`src/rtl/gigex_tx_sched_if.sv`:
```
// Source-FIFO and GigEx Tx port bundle for gigex_tx_sched.
// master = scheduler side, slave = sources plus GigEx side.
interface gigex_tx_sched_if;
  logic [7:0] data_byte;
  logic       data_valid;
  logic       data_read;
  logic [7:0] cmd_byte;
  logic       cmd_valid;
  logic       cmd_read;
  logic [7:0] info_byte;
  logic       info_valid;
  logic       info_read;
  logic [7:0] nTF;
  logic [7:0] D;
  logic [2:0] TC;
  logic       nTx;

  modport master (
    input  data_byte, data_valid, cmd_byte, cmd_valid, info_byte, info_valid, nTF,
    output data_read, cmd_read, info_read, D, TC, nTx
  );

  modport slave (
    output data_byte, data_valid, cmd_byte, cmd_valid, info_byte, info_valid, nTF,
    input  data_read, cmd_read, info_read, D, TC, nTx
  );
endinterface

```
`src/rtl/gigex_tx_sched.sv`:
```
// Word-atomic byte scheduler sharing the GigEx Tx port between data (0), cmd (1)
// and info (2) FWFT sources, with delayed nTF flow control and a data starvation guard.
module gigex_tx_sched #(
  parameter int DATA_BYTES   = 16,
  parameter int CMD_BYTES    = 4,
  parameter int INFO_BYTES   = 4,
  parameter int STARVE_LIMIT = 8,
  parameter int CNT_W        = 32
) (
  input  logic             eth_clk,
  input  logic             rst_n,
  gigex_tx_sched_if.master bus,
  input  logic             stats_clr,
  output logic [CNT_W-1:0] data_words,
  output logic [CNT_W-1:0] cmd_words,
  output logic [CNT_W-1:0] info_words,
  output logic             busy
);

  typedef enum logic [0:0] {IDLE = 1'b0, SEND = 1'b1} state_e;

  localparam logic [7:0] DATA_LAST  = 8'(DATA_BYTES - 1);
  localparam logic [7:0] CMD_LAST   = 8'(CMD_BYTES - 1);
  localparam logic [7:0] INFO_LAST  = 8'(INFO_BYTES - 1);
  localparam logic [7:0] STARVE_MAX = 8'(STARVE_LIMIT);

  state_e           state_q, state_d;
  logic [7:0]       rem_q, rem_d;
  logic [1:0]       grant_q, grant_d;
  logic [7:0]       starve_q, starve_d;
  logic [2:0]       ntf1_q, ntf1_d, ntf2_q, ntf2_d, ntf3_q, ntf3_d;
  logic [7:0]       d_q, d_d;
  logic [2:0]       tc_q, tc_d;
  logic             ntx_q, ntx_d;
  logic [CNT_W-1:0] data_cnt_q, data_cnt_d, cmd_cnt_q, cmd_cnt_d, info_cnt_q, info_cnt_d;
  logic [2:0]       valid_s, rdy_s, elig_s, rd_s, done_s;
  logic [1:0]       sel_s;
  logic             unused_s;

  function automatic logic [7:0] last_of(input logic [1:0] ch);
    case (ch)
      2'd0:    last_of = DATA_LAST;
      2'd1:    last_of = CMD_LAST;
      2'd2:    last_of = INFO_LAST;
      default: last_of = DATA_LAST;
    endcase
  endfunction

  // Only the three low nTF flags belong to our channels.
  assign unused_s = ^bus.nTF[7:3];

  assign valid_s = {bus.info_valid, bus.cmd_valid, bus.data_valid};
  // A flag low for a single cycle must not block the channel, hence the OR of two taps.
  assign rdy_s   = ntf2_q | ntf3_q;
  assign elig_s  = valid_s & rdy_s;

  always_comb begin
    ntf1_d = bus.nTF[2:0];
    ntf2_d = ntf1_q;
    ntf3_d = ntf2_q;
  end

  always_comb begin
    state_d  = state_q;
    rem_d    = rem_q;
    grant_d  = grant_q;
    starve_d = starve_q;
    rd_s     = 3'b000;
    done_s   = 3'b000;
    sel_s    = 2'd0;
    case (state_q)
      IDLE: begin
        if (|elig_s) begin
          if (elig_s[0] && (starve_q == STARVE_MAX)) begin
            sel_s = 2'd0;
          end else if (elig_s[2]) begin
            sel_s = 2'd2;
          end else if (elig_s[1]) begin
            sel_s = 2'd1;
          end else begin
            sel_s = 2'd0;
          end
          rd_s    = 3'b001 << sel_s;
          grant_d = sel_s;
          rem_d   = last_of(sel_s);
          if (sel_s == 2'd0) begin
            starve_d = 8'd0;
          end else if (elig_s[0] && (starve_q != STARVE_MAX)) begin
            starve_d = starve_q + 8'd1;
          end else begin
            starve_d = starve_q;
          end
          if (last_of(sel_s) == 8'd0) begin
            done_s  = rd_s;
            state_d = IDLE;
          end else begin
            state_d = SEND;
          end
        end else begin
          state_d = IDLE;
        end
      end
      SEND: begin
        // rem counts bytes still owed; a stalled channel simply holds the port.
        if (elig_s[grant_q]) begin
          rd_s  = 3'b001 << grant_q;
          rem_d = rem_q - 8'd1;
          if (rem_q == 8'd1) begin
            done_s  = rd_s;
            state_d = IDLE;
          end else begin
            state_d = SEND;
          end
        end else begin
          state_d = SEND;
        end
      end
      default: begin
        state_d = IDLE;
      end
    endcase
  end

  always_comb begin
    ntx_d = ~(|rd_s);
    d_d   = d_q;
    tc_d  = tc_q;
    if (|rd_s) begin
      tc_d = {1'b0, grant_d};
      case (grant_d)
        2'd0:    d_d = bus.data_byte;
        2'd1:    d_d = bus.cmd_byte;
        2'd2:    d_d = bus.info_byte;
        default: d_d = bus.data_byte;
      endcase
    end else begin
      tc_d = tc_q;
      d_d  = d_q;
    end
    // A clear coinciding with a completion leaves the counter at zero.
    if (stats_clr) begin
      data_cnt_d = '0;
      cmd_cnt_d  = '0;
      info_cnt_d = '0;
    end else begin
      data_cnt_d = data_cnt_q + {{(CNT_W-1){1'b0}}, done_s[0]};
      cmd_cnt_d  = cmd_cnt_q  + {{(CNT_W-1){1'b0}}, done_s[1]};
      info_cnt_d = info_cnt_q + {{(CNT_W-1){1'b0}}, done_s[2]};
    end
  end

  always_ff @(posedge eth_clk or negedge rst_n) begin
    if (!rst_n) begin
      state_q    <= IDLE;
      rem_q      <= 8'd0;
      grant_q    <= 2'd0;
      starve_q   <= 8'd0;
      ntf1_q     <= 3'b000;
      ntf2_q     <= 3'b000;
      ntf3_q     <= 3'b000;
      d_q        <= 8'd0;
      tc_q       <= 3'd0;
      ntx_q      <= 1'b1;
      data_cnt_q <= '0;
      cmd_cnt_q  <= '0;
      info_cnt_q <= '0;
    end else begin
      state_q    <= state_d;
      rem_q      <= rem_d;
      grant_q    <= grant_d;
      starve_q   <= starve_d;
      ntf1_q     <= ntf1_d;
      ntf2_q     <= ntf2_d;
      ntf3_q     <= ntf3_d;
      d_q        <= d_d;
      tc_q       <= tc_d;
      ntx_q      <= ntx_d;
      data_cnt_q <= data_cnt_d;
      cmd_cnt_q  <= cmd_cnt_d;
      info_cnt_q <= info_cnt_d;
    end
  end

  assign bus.data_read = rd_s[0];
  assign bus.cmd_read  = rd_s[1];
  assign bus.info_read = rd_s[2];
  assign bus.D         = d_q;
  assign bus.TC        = tc_q;
  assign bus.nTx       = ntx_q;
  assign data_words    = data_cnt_q;
  assign cmd_words     = cmd_cnt_q;
  assign info_words    = info_cnt_q;
  assign busy          = (state_q == SEND);

endmodule

```
`src/flat_wrapper.sv`:
```
// flat-port wrapper written by rule: the top's interface ports become plain ports
module gigex_tx_sched_flat 
#(
  parameter int DATA_BYTES   = 16,
  parameter int CMD_BYTES    = 4,
  parameter int INFO_BYTES   = 4,
  parameter int STARVE_LIMIT = 8,
  parameter int CNT_W        = 32
)
  (eth_clk, rst_n, stats_clr, data_words, cmd_words, info_words, busy, bus_data_byte, bus_data_valid, bus_cmd_byte, bus_cmd_valid, bus_info_byte, bus_info_valid, bus_nTF, bus_data_read, bus_cmd_read, bus_info_read, bus_D, bus_TC, bus_nTx);
  gigex_tx_sched_if bus_i ();
  input  logic eth_clk;
  input  logic rst_n;
  input  logic stats_clr;
  output logic [CNT_W-1:0] data_words;
  output logic [CNT_W-1:0] cmd_words;
  output logic [CNT_W-1:0] info_words;
  output logic busy;
  input wire logic [$bits(bus_i.data_byte)-1:0] bus_data_byte;
  input wire logic [$bits(bus_i.data_valid)-1:0] bus_data_valid;
  input wire logic [$bits(bus_i.cmd_byte)-1:0] bus_cmd_byte;
  input wire logic [$bits(bus_i.cmd_valid)-1:0] bus_cmd_valid;
  input wire logic [$bits(bus_i.info_byte)-1:0] bus_info_byte;
  input wire logic [$bits(bus_i.info_valid)-1:0] bus_info_valid;
  input wire logic [$bits(bus_i.nTF)-1:0] bus_nTF;
  output wire logic [$bits(bus_i.data_read)-1:0] bus_data_read;
  output wire logic [$bits(bus_i.cmd_read)-1:0] bus_cmd_read;
  output wire logic [$bits(bus_i.info_read)-1:0] bus_info_read;
  output wire logic [$bits(bus_i.D)-1:0] bus_D;
  output wire logic [$bits(bus_i.TC)-1:0] bus_TC;
  output wire logic [$bits(bus_i.nTx)-1:0] bus_nTx;
  assign bus_i.data_byte = bus_data_byte;
  assign bus_i.data_valid = bus_data_valid;
  assign bus_i.cmd_byte = bus_cmd_byte;
  assign bus_i.cmd_valid = bus_cmd_valid;
  assign bus_i.info_byte = bus_info_byte;
  assign bus_i.info_valid = bus_info_valid;
  assign bus_i.nTF = bus_nTF;
  assign bus_data_read = bus_i.data_read;
  assign bus_cmd_read = bus_i.cmd_read;
  assign bus_info_read = bus_i.info_read;
  assign bus_D = bus_i.D;
  assign bus_TC = bus_i.TC;
  assign bus_nTx = bus_i.nTx;
  gigex_tx_sched #(.DATA_BYTES(DATA_BYTES), .CMD_BYTES(CMD_BYTES), .INFO_BYTES(INFO_BYTES), .STARVE_LIMIT(STARVE_LIMIT), .CNT_W(CNT_W)) u_core (.eth_clk(eth_clk), .rst_n(rst_n), .bus(bus_i), .stats_clr(stats_clr), .data_words(data_words), .cmd_words(cmd_words), .info_words(info_words), .busy(busy));
endmodule
```
`config.mk`:
```
export PLATFORM = sky130hd
export DESIGN_NAME = gigex_tx_sched_flat
export DESIGN_NICKNAME = d
export VERILOG_FILES = /design/src/rtl/gigex_tx_sched_if.sv /design/src/rtl/gigex_tx_sched.sv /design/src/flat_wrapper.sv
export SDC_FILE = /design/constraint.sdc
export NUM_CORES = 1
export LEC_CHECK = 0
export ABC_CLOCK_PERIOD_IN_PS = 3400
export CORE_ASPECT_RATIO = 0.7
export CORE_MARGIN = 5
export CORE_UTILIZATION = 51
export DETAILED_ROUTE_END_ITERATION = 16
export PLACE_DENSITY = 0.92
export SLEW_MARGIN = 20
export SYNTH_ARGS = -nofsm -noshare
export SYNTH_HDL_FRONTEND = slang
export SYNTH_SLANG_ARGS = --single-unit
export TNS_END_PERCENT = 20
```
`constraint.sdc`:
```
create_clock -name eth_clk -period 3.4 [get_ports eth_clk]
set_clock_uncertainty 0.15 [all_clocks]
set_input_delay 0.51 -clock eth_clk [delete_from_list [all_inputs] [get_ports eth_clk]]
set_output_delay 0.51 -clock eth_clk [all_outputs]
set_load 0.005 [all_outputs]
```
# Yosys cells after proc, flatten, opt, wreduce, memory -nomap -nowiden
# Cells that the tools add are included.
[classes]
n_addsub = 5
n_lt_le_gt_ge = 1
eq_ne = 9
shifts = 2
mux = 33
bitwise = 4
reduce_logical = 10
[op_table]
columns = ["operator", "count"]
rows = [
  ["adder 32 x 1 -> 32 bit", 3],
  ["two-way mux 32 bit", 3],
  ["two-way mux 8 bit", 5],
  ["case mux 8 bit (2 select lines)", 2],
  ["two-way mux 3 bit", 6],
  ["two-way mux 2 bit", 6],
  ["case mux 3 bit (2 select lines)", 2],
  ["adder 8 x 1 -> 8 bit (second input constant)", 1],
  ["equality test 8 x 1 -> 1 bit (second input constant)", 1],
  ["equality test 8 x 4 -> 1 bit (second input constant)", 1],
  ["logical NOT 8 bit", 1],
  ["!= test 8 x 4 -> 1 bit (second input constant)", 1],
  ["subtractor 8 x 1 -> 8 bit (second input constant)", 1],
  ["two-way mux 1 bit", 6],
  ["OR reduction 3 bit", 2],
  ["<< shifter 1 x 2 -> 3 bit (first input constant)", 2],
  ["equality test 2 x 1 -> 1 bit (second input constant)", 2],
  ["equality test 2 bit (second input constant)", 2],
  ["two-way mux 4 bit", 1],
  ["AND 3 bit", 1],
  ["less-than comparator 2 x 3 -> 1 bit (second input constant)", 1],
  ["bitwise OR 3 bit", 1],
  ["AND reduction 3 bit", 1],
  ["binary-select mux 1 bit (select 2 bit)", 1],
  ["other kinds (9)", 11],
]
[totals]
regBits = 135
in_bits = 38
out_inout_bits = 112
word_cells = 77

# Longest topological paths before layout
# Gate-level depths: netlist of run 1.
[logic_depth]
ltp_word = 18
depth_mapped = 11
ltp_nobuf = 11

# Worst setup path after synthesis of run 1
# OpenSTA, ideal clock, no wires.
[synth_timing]
path_kind = "reg-to-reg"
startpoint = "reg u_core.starve_q[0]"
endpoint = "reg u_core.d_q[0], in the netlist u_core.bus.D[0]"
setup_ns = 0.125
t_arrival_ns = 2.833
t_required_ns = 3.125
path_slack_ns = 0.292
stages_incl_launch_ff = 12
path_buffers = 1
synth_period_minus_slack_ns = 3.108
cell_sequence = "dfrtp_1 inv_1 ha_1 or4b_4 or4_4 or2b_1 inv_1 ha_1 nor3_1 o21a_1 buf_2 mux2_2"
[synth_via]
elab_chain_len = 9
word_cells_on_any_way = 14
classes_between = "3 x eq/ne; 1 x shift; 8 x mux; 2 x reduce/logical"
[synth_lines]
columns = ["element", "line_no", "rtl"]
rows = [
  ["from (decl)", "gigex_tx_sched.sv:30", "logic [7:0] starve_q, starve_d;"],
  ["from (signal assigned)", "gigex_tx_sched.sv:171", "starve_q <= starve_d;"],
  ["equality test 8 x 4 -> 1 bit *", "gigex_tx_sched.sv:74", "if (elig_s[0] && (starve_q == STARVE_MAX)) begin"],
  ["logical AND 1 bit *", "gigex_tx_sched.sv:74", ""],
  ["two-way mux 2 bit *", "gigex_tx_sched.sv:74", ""],
  ["two-way mux 2 bit *", "gigex_tx_sched.sv:73", "if (|elig_s) begin"],
  ["two-way mux 2 bit *", "gigex_tx_sched.sv:71", "case (state_q)"],
  ["two-way mux 2 bit / << shifter 1 x 2 -> 3 bit (equally long branches)", "gigex_tx_sched.sv:73, gigex_tx_sched.sv:83", ""],
  ["two-way mux 2 bit / two-way mux 3 bit (equally long branches)", "gigex_tx_sched.sv:71, gigex_tx_sched.sv:73", ""],
  ["equality test 2 bit (tied with other cells)", "gigex_tx_sched.sv:130", "case (grant_d)"],
  ["case mux 8 bit (2 select lines) / OR reduction 3 bit (equally long branches)", "gigex_tx_sched.sv:130, gigex_tx_sched.sv:128", ""],
  ["to (signal assigned)", "gigex_tx_sched.sv:161", "d_q <= 8'd0;"],
  ["to (signal assigned)", "gigex_tx_sched.sv:175", "d_q <= d_d;"],
  ["to (decl)", "gigex_tx_sched.sv:32", "logic [7:0] d_q, d_d;"],
]
# Mark *: on every way between the ends. The rest lies on a longest branch, timed or not. The select of a mux whose other input is x is not followed.
# A chain may end at the register's enable or synchronous reset.

# Final worst setup path of run 1
[layout_timing]
startpoint = "reg u_core.starve_q[1]"
endpoint = "out bus_data_read"
[layout_via]
elab_chain_len = 8
[layout_lines]
columns = ["element", "line_no", "rtl"]
rows = [
  ["equality test 8 x 4 -> 1 bit", "gigex_tx_sched.sv:74", ""],
  ["logical AND 1 bit", "gigex_tx_sched.sv:74", ""],
  ["two-way mux 2 bit", "gigex_tx_sched.sv:74", ""],
  ["two-way mux 2 bit", "gigex_tx_sched.sv:73", ""],
  ["two-way mux 2 bit", "gigex_tx_sched.sv:71", ""],
  ["<< shifter 1 x 2 -> 3 bit", "gigex_tx_sched.sv:83", "rd_s = 3'b001 << sel_s;"],
  ["two-way mux 3 bit", "gigex_tx_sched.sv:73", ""],
  ["case mux 3 bit (2 select lines)", "gigex_tx_sched.sv:71", ""],
  ["to (decl)", "flat_wrapper.sv:26", "output wire logic [$bits(bus_i.data_read)-1:0] bus_data_read;"],
]
# Every way passes these cells. The select of a mux whose other input is x is not followed.

==> impl_metrics.tcl, run 1 <==
set metrics [dict create \
    reg2regPathDepth 12 \
    io_pins 150 \
    tightest_slew_ns 0.748 \
    rsz0062_at_grt "yes" \
    place_inst 1000 \
    grt_pass1_vias 5802 \
    drt-initial-drc-count 354 \
    fmax_mhz 287 \
    grt_pass1_wl_mm 29.0 \
    critPathLaunchType "register" \
    async_reset_ff_share_pct 100 \
    fin_ws_ns -0.0850 \
    timing.rr.start "u_core.starve_q[1]$_DFFE_PN0P_" \
    grt_overflow 0 \
    cts_root_buf "clkbuf_16" \
    vias 5958 \
    yosys-top-cells-area "dfrtp_1 (49%), xor2_1 (7.4%), nor2_1 (5.5%)" \
    clock_path_buffers 2 \
    crit_slowest_cell "or4_4" \
    core_area_sq_mm 0.0131 \
    die_y_um 106 \
    die-area_sq_mm 0.0157 \
    dieWidth_um 148 \
    reg2reg_slack_ns 0.01 \
    dp_hpwl_mm 12.0 \
    initial_core_util_pct 51.8 \
    post-route-util_pct 71.1 \
    instances_no_fill 1039 \
    yosysTopAreaCell "dfrtp_1" \
    arrival_ns 2.82 \
    diodes 0 \
    cellPowerDensity_mw_per_mm2 497 \
    drive_gt1_share_pct 12.0 \
    routabilityCongestion 0.908 \
    finalNetCount 913 \
    hold_viol 0 \
    drv_cap 0 \
    fp-row-count 35 \
    clkSinkCount 135 \
    path_cells "inv_2, ha_4, or4b_4, or4_4, or2b_1, buf_6, ha_2, a32o_1, clkbuf_2" \
    synth-edff-count 0 \
    drc_errors 0 \
    grtUsageTotal_pct 22.7 \
    p_total_mw 4.63 \
    antenna_found_initial 0 \
    post-place-ws_ns -0.0264 \
    setup_viol 3 \
    slowest_delay_ns 0.52 \
    first_pass_iters 5 \
    wl_per_cell_um 17.2 \
    viasPerCell 5.73 \
    setup.worst_path.class "reg2out" \
    slew_violations 0 \
    holdCritPathClass "reg2reg" \
    fin_crit_sh_pct 102 \
    r2r_end "u_core.bus.D[3]$_DFFE_PN0N_" \
    ys_seq_area_share_pct 49.9 \
    postSynthAreaPerCell_sq_um 9.81 \
    worstPathMaxFanout 3 \
    outcome "finished with violations" \
    grt_max_degree 67 \
    area_growth_pct 37.4 \
    cts_max_level 4 \
    cp.required_ns 2.74 \
    slew_headroom_pct 50.0 \
    crit_end "bus_data_read" \
    ys_ff_latch 135 \
    period_minus_slack_ns 3.48 \
    antenna_left 0 \
    critPathLaunch "u_core.starve_q[1]$_DFFE_PN0P_" \
    ys_types 57 \
    worstSkewPairLatency_ns 0.42 \
    cp-end-kind "output port" \
    clk_pin_slew_ns 0.06 \
    violations "setup timing" \
    cts_tree "yes" \
    p_leak_nw 3.92 \
    synth-main-ff-cell "dfrtp_1" \
    synth_nets 744 \
    ir_worst_vdd_mv 0.390 \
    numCtsBuffers 17 \
    holdPathStages 0 \
    synth_area_sq_mm 0.00678 \
    io_buffers 143 \
    synth_cells 691 \
    synth_top_area_share_pct 49.5 \
    drt-total-wl_mm 17.9 \
    fin_setup_tns_ns -0.122 \
    synth_warnings 0 \
]
-- state kept, by name (all words and copies together), names as in the netlist --
signal / flops
u_core.ntf1_q: 3
u_core.ntf2_q: 3
u_core.cmd_words: 32
u_core.grant_q: 2
u_core.ntf3_q: 3
u_core.busy: 1
u_core.info_words: 32
u_core.starve_q: 8
u_core.rem_q: 8
u_core.data_words: 32
u_core.bus.TC: 2
u_core.bus.nTx: 1
u_core.bus.D: 8
-- repair_timing --
action                                 in CTS  in global routing
cloned                                      0                  0
gates resized for setup                     8                 22
pin swaps                                   1                  3
endpoints found under the hold margin      35                  0
setup buffers                               3                  3
setup endpoints to repair                   3                 20
hold buffers                                1                  0
-- report_power, final --
part	leakage (nW)	internal, mW	switching (mW)
clock network	0.313	1.34	0.693
registers	1.81	1.73	0.0959
logic	1.80	0.404	0.363
total	3.92	3.48	1.15
-- per-stage QoR --
stage / hold WS [ns] / instance area, sq um
2_1_floorplan: 0.0644 / 6780
3_3_place_gp: 0.184 / 8540
3_5_place_dp: 0.185 / 8540
4_1_cts: 0.208 / 9240
5_1_grt: 0.211 / 9310
6_report: 0.207 / 9310
-- cell usage in the layout (no fill, tap or decap), types with 12 or more instances in the layout --
master / n
inv_1: 15
dfrtp_1: 134
clkdlybuf4s50_1: 138
o21ai_0: 26
buf_4: 31
and3_1: 16
or3_1: 14
nand4_1: 31
xnor2_1: 28
nand3_1: 45
nor2_1: 99
clkbuf_16: 17
xor2_1: 57
nand2_1: 45
nor4_1: 12
and4_1: 12
a21oi_1: 18
-- cell usage after synthesis (all sizes together), types with 5 or more instances --
cell type	number
dfrtp	134
nor2	99
xor2	57
nand2	46
nand3	46
nand4	31
o21ai	30
xnor2	28
clkbuf	22
a21oi	18
inv	18
nor4	18
and3	16
ha	15
or3	14
and4	12
a22oi	11
mux2	11
nor3	11
buf	7
nor2b	6
and2	5
-- cells by family after synthesis --
group                      Yosys count  synth area share [%]
buffers and inverters               47                  2.71
xor gates and xnor gates            85                  11.0
other                                1                0.0553
muxes                               12                  1.98
adders and majority gates           15                  2.77
and+or+nand+nor                    315                  24.2
AOI/OAI and AO/OA                   81                  7.48
DFF                                135                  49.9
-- layer usage --
| layer | share of wire, % | global-route usage (%) |
|---|---|---|
| met4 | 1.6 | 7.11 |
| met3 | 9.4 | 7.37 |
| met1 | 42 | 30.4 |
| met5 | 0 | 0 |
| met2 | 47 | 35.4 |
-- layout make-up --
cell class / count / area, sq um
inverter: 18 / 70.1
fill: 888 / 3780
clock inverter: 11 / 196
tap: 166 / 208
clock buffer: 21 / 460
multi-input combinational: 509 / 3280
sequential: 135 / 3380
timing repair buffer: 179 / 1720
-- how the worst min path moves through the flow --
stage,from,to,slack [ns]
2_1_floorplan,rst_n,u_core.bus.D[0]$_DFFE_PN0N_,0.06
3_3_place_gp,u_core.ntf1_q[0]$_DFF_PN0_,u_core.ntf2_q[0]$_DFF_PN0_,0.18
3_5_place_dp,u_core.ntf1_q[0]$_DFF_PN0_,u_core.ntf2_q[0]$_DFF_PN0_,0.18
4_1_cts,u_core.ntf1_q[0]$_DFF_PN0_,u_core.ntf2_q[0]$_DFF_PN0_,0.21
5_1_grt,u_core.ntf1_q[2]$_DFF_PN0_,u_core.ntf2_q[2]$_DFF_PN0_,0.21
6_report,u_core.ntf1_q[0]$_DFF_PN0_,u_core.ntf2_q[0]$_DFF_PN0_,0.21
-- worst max-delay path, delay by kind of cell, from the launching register on --
kind	cells	cell delay, ns
simple gates	3	1.21
flops	1	0.39
buf+inv	3	0.33
fa+ha+maj	2	0.32
compound gates	1	0.16
No activity file was read; power rests on OpenSTA's default activity.
==> inputs of run 2 (changes only) <==
MAX_ROUTING_LAYER = met4   (was default)
==> impl_metrics.tcl, run 2 (synthesis gave the netlist of run 1 again) <==
set metrics [dict create \
    drv_cap 0 \
    hold_viol 0 \
    post-route-util_pct 71.1 \
    diodes 0 \
    grtUsageTotal_pct 23.4 \
    cts_root_buf "clkbuf_16" \
    layout_commonest_cell "clkdlybuf4s50_1" \
    rsz0062_at_grt "yes" \
    antenna_left 0 \
    grt_pass1_vias 5797 \
    routabilityCongestion 0.923 \
    fin_ws_ns -0.0877 \
    tightest_slew_ns 0.732 \
    io_pins 150 \
    area_growth_pct 37.4 \
    grt_overflow 0 \
    slew_violations 0 \
    fmax_mhz 287 \
    fp-row-count 35 \
    p_total_mw 4.63 \
    period_minus_slack_ns 3.49 \
    drc_errors 0 \
    holdCritPathClass "reg2reg" \
    outcome "finished with violations" \
    io_buffers 143 \
    cp-end-kind "output port" \
    finalNetCount 913 \
    worstPathMaxFanout 3 \
    clock_path_buffers 2 \
    holdPathStages 0 \
    core_area_sq_mm 0.0131 \
    cellPowerDensity_mw_per_mm2 497 \
    cts_max_level 4 \
    vias 5931 \
    grt_max_degree 67 \
    viasPerCell 5.71 \
    slew_headroom_pct 51.0 \
    drive_gt1_share_pct 12.0 \
    post-place-ws_ns -0.0264 \
    first_pass_iters 5 \
    die_y_um 106 \
    arrival_ns 2.83 \
    clkSinkCount 135 \
    cts_tree "yes" \
    drt-initial-drc-count 395 \
    dp_hpwl_mm 12.0 \
    drt-total-wl_mm 17.9 \
    dieWidth_um 148 \
    grt_pass1_wl_mm 29.0 \
    violations "setup timing" \
    wl_per_cell_um 17.3 \
    p_leak_nw 3.92 \
    numCtsBuffers 17 \
    fill_cells 888 \
    reg2regPathDepth 12 \
    antenna_found_initial 0 \
    setup_viol 2 \
    worstSkewPairLatency_ns 0.42 \
    critPathLaunchType "register" \
    clk_pin_slew_ns 0.06 \
    cp.required_ns 2.74 \
    fin_crit_sh_pct 103 \
    layout_common_cells "clkdlybuf4s50_1 (138), dfrtp_1 (134), nor2_1 (99)" \
    timing.hold.ws_ns 0.207 \
    initial_core_util_pct 51.8 \
    die-area_sq_mm 0.0157 \
    ir_worst_vdd_mv 0.391 \
    setup.worst_path.class "reg2out" \
]
## run 2: worst paths after layout
check / to / slack, ns / startpoint
setup / recovery: bus_data_read / -0.09 / u_core.starve_q[1]$_DFFE_PN0P_
hold reg to reg: u_core.ntf2_q[0]$_DFF_PN0_ / 0.21 / u_core.ntf1_q[0]$_DFF_PN0_
min in group asynchronous: u_core.info_words[29]$_DFF_PN0_ / 0.41 / rst_n
hold / removal: u_core.ntf2_q[0]$_DFF_PN0_ / 0.21 / u_core.ntf1_q[0]$_DFF_PN0_
setup reg to reg: u_core.bus.D[3]$_DFFE_PN0N_ / 0.02 / u_core.starve_q[1]$_DFFE_PN0P_
max in group asynchronous: u_core.data_words[3]$_DFF_PN0_ / 1.91 / rst_n
## run 2: final cells by class
cell class	count	area (sq um)	share of cell area [%]
flip-flops and latches	135	3380	36.3
multi-input cells	509	3280	35.2
repair buffers	179	1720	18.4
clock buffers	21	460	4.94
well taps	166	208	2.23
clock inverters	11	196	2.11
inverters	18	70.1	0.752
## run 2: report_power, final
part	total [mW]	internal, mW	switching [mW]
logic	0.768	0.404	0.364
clock network	2.04	1.34	0.693
registers	1.83	1.73	0.0967
## run 2: routing by layer
layer	GRT usage, %	vias up	wire length (um)
met3	6.90	30	1580
met1	30.7	2886	7730
met2	35.5	252	8350
met4	6.98	0	272
met5	-	-	0
li1	-	2763	-
## run 2: through the flow
step / instance area [sq um] / setup TNS, ns / cells
after global placement: 8540 / 0 / 1000
final: 9310 / -0.123 / 1039
after detailed placement: 8540 / -0.0264 / 1000
after global routing: 9310 / -1.20 / 1039
after CTS: 9240 / -0.0680 / 1036
after floorplan: 6780 / 0 / 691
## run 2: worst max-delay path, stage by stage, from the launching register on
cell	delay, ns
dfrtp_1	0.39
inv_2	0.09
ha_4	0.13
or4b_4	0.46
or4_4	0.52
or2b_1	0.23
buf_6	0.12
ha_2	0.20
a32o_1	0.16
clkbuf_2	0.12
## run 2: what timing repair did
item,4_1_cts,5_1_grt
setup endpoints to repair,3,20
cloned,0,0
endpoints found under the hold margin,35,0
hold buffers,1,0
gates resized for setup,8,22
pin swaps,1,3
setup buffers,3,3
==> inputs of run 3 (changes only) <==
SKIP_CTS_REPAIR_TIMING = 1   (was default)
==> impl_metrics.tcl, run 3 (synthesis gave the netlist of run 1 again) <==
set metrics [dict create \
    drv_cap 0 \
    cellPowerDensity_mw_per_mm2 497 \
    numCtsBuffers 17 \
    post-route-util_pct 70.7 \
    regArea_sq_mm 0.00338 \
    hold_viol 0 \
    grtUsageTotal_pct 23.3 \
    initial_core_util_pct 51.8 \
    post-place-ws_ns -0.0264 \
    dp_hpwl_mm 12.0 \
    cp-end-kind "output port" \
    cts_tree "yes" \
    fp-row-count 35 \
    fin_setup_tns_ns 0 \
    viasPerCell 5.74 \
    first_pass_iters 5 \
    period_minus_slack_ns 3.38 \
    slew_headroom_pct 50.6 \
    drive_gt1_share_pct 11.0 \
    cts_root_buf "clkbuf_16" \
    p_leak_nw 3.92 \
    fmax_mhz 296 \
    cp.required_ns 2.74 \
    outcome "finished clean" \
    die-area_sq_mm 0.0157 \
    slew_violations 0 \
    grt_pass1_wl_mm 28.9 \
    place_inst 1000 \
    dieWidth_um 148 \
    reg2reg_slack_ns 0.07 \
    placed_area_sq_mm 0.00854 \
    multi_input_area_sq_mm 0.00326 \
    setup.worst_path.class "reg2out" \
    area_growth_pct 36.7 \
    grt_max_degree 67 \
    holdCritPathClass "reg2reg" \
    cts_max_level 4 \
    diodes 0 \
    instances_no_fill 1035 \
    routabilityCongestion 0.923 \
    layout_common_cells "clkdlybuf4s50_1 (138), dfrtp_1 (134), nor2_1 (99)" \
    clkSinkCount 135 \
    finalNetCount 909 \
    p_total_mw 4.60 \
    arrival_ns 2.72 \
    io_pins 150 \
    hp-start "u_core.ntf1_q[0]$_DFF_PN0_" \
    ir_worst_vdd_mv 0.389 \
    worstSkewPairLatency_ns 0.42 \
    fin_ws_ns 0.0216 \
    critPathLaunch "u_core.starve_q[0]$_DFFE_PN0P_" \
    tightest_slew_ns 0.738 \
    layout_commonest_cell "clkdlybuf4s50_1" \
    fill_cells 892 \
    setup_viol 0 \
    critPathLaunchType "register" \
    antenna_left 0 \
    wl_per_cell_um 17.0 \
    drt-total-wl_mm 17.6 \
    antenna_found_initial 0 \
    timing.rr.start "u_core.starve_q[0]$_DFFE_PN0P_" \
    clk_pin_slew_ns 0.06 \
    timing.hold.ws_ns 0.202 \
    fin_crit_sh_pct 99.4 \
    die_y_um 106 \
    vias 5937 \
    io_buffers 143 \
    grt_pass1_vias 5758 \
    drc_errors 0 \
    core_area_sq_mm 0.0131 \
    clock_path_buffers 2 \
    design_area_sq_mm 0.00926 \
    worstPathMaxFanout 4 \
    grt_overflow 0 \
    drt-initial-drc-count 324 \
]
## run 3: changes by cell type in the layout (fill, tap and decap cells not counted), sizes merged
cell          change
clkbuf            -1
dlymetal6s2s      +1
buf               -4
## run 3: where the power goes
group	total, mW	switching, mW	internal, mW	leakage, nW
logic	0.740	0.350	0.390	1.79
registers	1.83	0.0959	1.73	1.81
clock network	2.04	0.695	1.34	0.313
total	4.60	1.14	3.46	3.92
## run 3: critical path: stages (launching register included)
cell,delay [ns]
dfrtp_1,0.38
inv_1,0.10
ha_4,0.14
or4b_4,0.48
or4_4,0.44
or2b_1,0.23
inv_1,0.06
ha_2,0.18
nand2_1,0.06
o31ai_1,0.07
buf_2,0.15
## run 3: path summary, 6_finish.rpt
kind,endpoint,cells past startpoint
max,bus_cmd_read,10
min,u_core.ntf2_q[0]$_DFF_PN0_,0
max in group asynchronous,u_core.data_words[3]$_DFF_PN0_,3
min reg2reg,u_core.ntf2_q[0]$_DFF_PN0_,0
max reg2reg,u_core.starve_q[7]$_DFFE_PN0P_,13
min in group asynchronous,u_core.info_words[29]$_DFF_PN0_,2
## run 3: layout make-up
type / instances / area share, %
Clock buffer: 21 / 4.97
Sequential cell: 135 / 36.5
Tap cell: 166 / 2.24
Inverter: 18 / 0.729
Timing Repair Buffer: 175 / 18.2
Multi-Input combinational cell: 509 / 35.2
Clock inverter: 11 / 2.12
## run 3: routing by layer
metal | wire, um | vias up | track usage (%)
li1 | - | 2760 | -
met1 | 7630 | 2905 | 30.8
met2 | 8150 | 242 | 34.9
met3 | 1510 | 30 | 6.86
met4 | 276 | 0 | 6.98
met5 | 0 | - | -
